## config.mk

```make
export PLATFORM = sky130hd
export DESIGN_NAME = reg_file_sb
export DESIGN_NICKNAME = d
export VERILOG_FILES = /design/src/rtl/reg_file_sb.sv
export SDC_FILE = /design/constraint.sdc
export NUM_CORES = 2
export LEC_CHECK = 0
export CAP_MARGIN = 20
export CORE_MARGIN = 1.5
export CORE_UTILIZATION = 45
export DETAILED_ROUTE_END_ITERATION = 10
export SETUP_SLACK_MARGIN = 0.1
export SYNTH_ARGS = -nofsm -noshare
export SYNTH_HDL_FRONTEND = slang
export SYNTH_SLANG_ARGS = --single-unit
```

## constraint.sdc

```tcl
create_clock -name clk -period 78.9 [get_ports clk]
set_clock_uncertainty 0.2 [all_clocks]
set_input_delay 15.78 -clock clk [delete_from_list [all_inputs] [get_ports clk]]
set_output_delay 15.78 -clock clk [all_outputs]
set_load 0.01 [all_outputs]
```

## src/rtl/reg_file_sb.sv

```systemverilog
// Two-read / two-write register file with per-register pending bits for RAW-hazard stalls
// on long-latency ops. Port 4 (late writeback) wins collisions and retires pending bits.
module reg_file_sb #(
  parameter int unsigned DATA_W   = 32,
  parameter int unsigned ADDR_W   = 5,
  parameter int unsigned ZERO_REG = 1,
  parameter int unsigned BYPASS   = 1
) (
  input  logic              clk,
  input  logic              rst,
  input  logic [ADDR_W-1:0] A1,
  input  logic [ADDR_W-1:0] A2,
  output logic [DATA_W-1:0] RD1,
  output logic [DATA_W-1:0] RD2,
  output logic              BUSY1,
  output logic              BUSY2,
  input  logic              WE3,
  input  logic [ADDR_W-1:0] A3,
  input  logic [DATA_W-1:0] WD3,
  input  logic              WE4,
  input  logic [ADDR_W-1:0] A4,
  input  logic [DATA_W-1:0] WD4,
  input  logic              SET_EN,
  input  logic [ADDR_W-1:0] SET_A,
  output logic [ADDR_W:0]   PEND_CNT
);

  localparam int unsigned Depth = 1 << ADDR_W;

  logic [DATA_W-1:0] mem_q [Depth];
  logic [Depth-1:0]  pend_q, pend_d;
  logic [ADDR_W:0]   cnt_q, cnt_d;

  logic we3_ok, we4_ok, set_ok;
  logic [ADDR_W-1:0] ra [2];
  logic [DATA_W-1:0] rd [2];

  // Register 0 is hardwired: drop writes and sets to it at the source.
  assign we3_ok = WE3 && !(ZERO_REG != 0 && A3 == '0);
  assign we4_ok = WE4 && !(ZERO_REG != 0 && A4 == '0);
  assign set_ok = SET_EN && !(ZERO_REG != 0 && SET_A == '0);

  // Later assignment wins, so port 4 overrides port 3 on a shared address.
  always_ff @(posedge clk or posedge rst) begin
    if (rst) begin
      for (int r = 0; r < Depth; r++) mem_q[r] <= '0;
    end else begin
      if (we3_ok) mem_q[A3] <= WD3;
      if (we4_ok) mem_q[A4] <= WD4;
    end
  end

  // A new issue overrides a retiring op on the same register.
  always_comb begin
    pend_d = pend_q;
    if (we4_ok) pend_d[A4] = 1'b0;
    if (set_ok) pend_d[SET_A] = 1'b1;
  end

  always_comb begin
    cnt_d = '0;
    for (int r = 0; r < Depth; r++) cnt_d = cnt_d + (ADDR_W + 1)'(pend_d[r]);
  end

  always_ff @(posedge clk or posedge rst) begin
    if (rst) begin
      pend_q <= '0;
      cnt_q  <= '0;
    end else begin
      pend_q <= pend_d;
      cnt_q  <= cnt_d;
    end
  end

  assign ra[0] = A1;
  assign ra[1] = A2;

  // Bypass is gated by rst so reads show zero for the whole reset window.
  always_comb begin
    for (int p = 0; p < 2; p++) begin
      rd[p] = mem_q[ra[p]];
      if (BYPASS != 0 && !rst) begin
        if (we3_ok && A3 == ra[p]) rd[p] = WD3;
        if (we4_ok && A4 == ra[p]) rd[p] = WD4;
      end
      if (ZERO_REG != 0 && ra[p] == '0) rd[p] = '0;
    end
  end

  assign RD1      = rd[0];
  assign RD2      = rd[1];
  assign BUSY1    = pend_q[A1];
  assign BUSY2    = pend_q[A2];
  assign PEND_CNT = cnt_q;

endmodule
```

==> results.tsv <==
metric	value	unit
status	finished clean	
Clk pin slew, worst setup/hold paths	0.06	ns
gpl congestion	0.9632	
vias in the first global route	55931	
Initial Util	45.42	%
cells after synthesis	6920	
WS Path Type	primary input to primary output	
CTS tree	built	
Sw Ratio	33.35	%
chip height	392.5	um
Finished Cell Area	75320	um2
number of synthesized flops with an enable pin	0	
utilization after layout	50.11	%
Yosys reg bits	1062	
RSZ-0062 raised after global routing	false	
Async SR Flop Fraction	100.0	%
DRC viols	0	
Synth Cell Area	68270	um2
Avg Cell Area, Syn	9.866	um2
Placeable Area	150300	um2
# setup viols final	0	
CP arrival	20.49	ns
grt ovf	0	
drt first pass iters	10	
clk sinks	1062	
Achievable Freq	27.42	MHz
leakage power	32.32	nW
warnings from Yosys	0	
CTS Buffer Depth	3	
Clk pwr share	30.2	%
final worst path period share	46.23	%
placed instance area	70930	um2
via-per-instance ratio	6.779	
worst-path fanout max	33	
root buffer selected by CTS	clkbuf_16	
Critical Path RT	62.92	ns
Tmin final	36.47	ns
pin count of the biggest net entering global routing	169	
initial antenna violation count	11	
MaxCap Viol Count	0	
Boundary Pins	166	
Total Neg Setup Slack	0	ns
Slew headroom	18.28	%
CTS Buf Count	119	
synth top area cells	dfrtp_1, mux2i_1, mux4_2, mux2_2, o21ai_0	
# nets final	6661	
Worst Setup End Kind	primary output	
Post-CTS Hold Buffers	0	
actual slew at the worst max-slew pin	1.226	ns
PD cells	27.57	nW/um2
worst min-delay path class	flip-flop to flip-flop	
Port Buffers	165	
routed len/inst	33.08	um
total wire length	286.6	mm
sequential area share after synthesis	38.92	%
first-pass GRT wire length	410.7	mm
Slew Viols, Final	0	
Yosys cell types	56	
Seq pwr share	38.5	%
Synth area leader	dfrtp_1	
via count	58719	
Net Count, Synth	7045	
worst skew pair latency	0.78	ns
VDD IR max	0.05276	mV
Die Width	392.5	um
Int Power	1.384	mW
htree depth	3	
Iter 0 DRT Violations	8940	
# placed instances	8429	
post-route ant nets	0	
CTS resizes	0	
Post-CTS Setup Bufs	0	
CP Launch Type	primary input	
die area	154100	um2
Synth Flop Type	dfrtp_1	
NetSw	0.6925	mW
area share of the largest cell type after synthesis	38.92	%
Non-Filler Instances	8662	
# rows	142	
GRT Overall Usage	36.81	%
dpl hpwl	166.3	mm
combinational power share	31.4	%
share of cells above drive strength 1	17.61	%
Final Hold Viols	0	
Synth-to-Final Area Change	10.32	%
[metal layers]
metal	vias to the layer above	global-route usage (%)	wire, um
met3	1091	10.81	37730
met5	-	0	59
li1	24497	-	-
met4	10	20.13	17540
met1	28841	49.03	109000
met2	4280	53.65	122200
[layout make-up]
type                       instances  area (um2)
clock inverter                    55       903.4
sequential                      1062       26580
clock buffer                     169        3436
fill                           13641       74990
multi-input combinational       4906       38280
timing repair buffer             364        3268
inverter                          83       319.1
antenna                            7       17.52
tap                             2016        2522
[sequential cells by signal, indices dropped and copies added (netlist names)]
register  flops
mem_q      1024
pend_q       32
PEND_CNT      6
[power groups by stage]
stage	Combinational (mW)	Clock (mW)	Sequential, mW
6_report	0.651	0.626	0.799
3_5_place_dp	0.646	0	0.802
2_1_floorplan	0.489	0	0.771
4_1_cts	0.648	0.629	0.794
3_3_place_gp	0.629	0	0.795
5_1_grt	0.721	0.651	0.816
[worst max-delay path: stages]
cell and delay (ns):
clkdlybuf4s50_1 0.73, or3_1 0.59, o211ai_4 0.21, buf_4 0.43
or2_2 0.20, buf_4 0.43, a21oi_4 0.08, buf_4 0.29
o32ai_1 0.92, clkdlybuf4s50_1 0.69
[stage by stage]
stage	power [mW]	hold slack [ns]	setup WS, ns
floorplan	1.260	0.2413	33.03
global placement	1.423	0.1763	42.54
detailed placement	1.448	0.1820	42.51
CTS	2.071	0.1963	42.51
global route	2.188	0.2111	42.33
finish	2.076	0.1942	42.43
[final timing paths]
| kind | depth (start not counted) | start | endpoint | slack (ns) |
|---|---|---|---|---|
| setup / recovery | 10 | A4[4] | RD1[21] | 42.43 |
| hold / removal | 0 | mem_q[1006] | mem_q[1006] | 0.19 |
| setup reg to reg | 15 | pend_q[11] | PEND_CNT[4] | 73.37 |
| hold reg to reg | 0 | mem_q[1006] | mem_q[1006] | 0.19 |
| max in group asynchronous | 6 | rst | mem_q[12] | 58.67 |
| min in group asynchronous | 2 | rst | mem_q[440] | 15.78 |
[cells in the mapped netlist, drive strengths merged, types with 15 or more instances]
| library cell | count |
|---|---|
| fa | 24 |
| nor2b | 15 |
| a22o | 44 |
| a21oi | 454 |
| mux2i | 1007 |
| o22ai | 160 |
| a32oi | 111 |
| a22oi | 135 |
| mux4 | 276 |
| inv | 83 |
| nor3 | 209 |
| a31oi | 64 |
| mux2 | 387 |
| clkbuf | 572 |
| o32ai | 64 |
| xnor2 | 16 |
| o21ai | 618 |
| nand2 | 682 |
| buf | 297 |
| nor2 | 476 |
| dfrtp | 1062 |
| a211oi | 66 |
[cell usage in the layout, fill, tap and decap left out, types with 12 or more instances in the layout]
cell type	synthesis	final
a211oi_1	66	66
a21oi_1	452	452
a22o_1	44	44
a22oi_1	135	135
a31oi_1	64	64
a32oi_1	111	111
buf_4	24	190
bufinv_16	0	20
clkbuf_1	572	23
clkbuf_16	0	119
clkbuf_8	0	27
clkdlybuf4s50_1	0	161
clkinv_2	0	19
dfrtp_1	1062	1062
fa_1	24	24
inv_1	83	82
mux2_2	387	387
mux2i_1	1007	1007
mux4_2	276	276
nand2_1	682	652
nand2_2	0	14
nand2_4	0	16
nor2_1	475	448
nor2_4	0	27
nor2b_1	15	12
nor3_1	206	205
o21ai_0	567	567
o21ai_1	51	51
o22ai_1	160	160
o32ai_1	64	64
xnor2_1	16	16
[kinds of logic after synthesis]
group	Yosys count	synth area share, %
buf+inv	952	5.793
compound gates	1726	15.09
flops	1062	38.92
mux	1670	30.25
xor+xnor	23	0.2950
fa+ha+maj	31	0.8320
simple gates	1456	8.811
No activity file was read; power rests on OpenSTA's default activity.
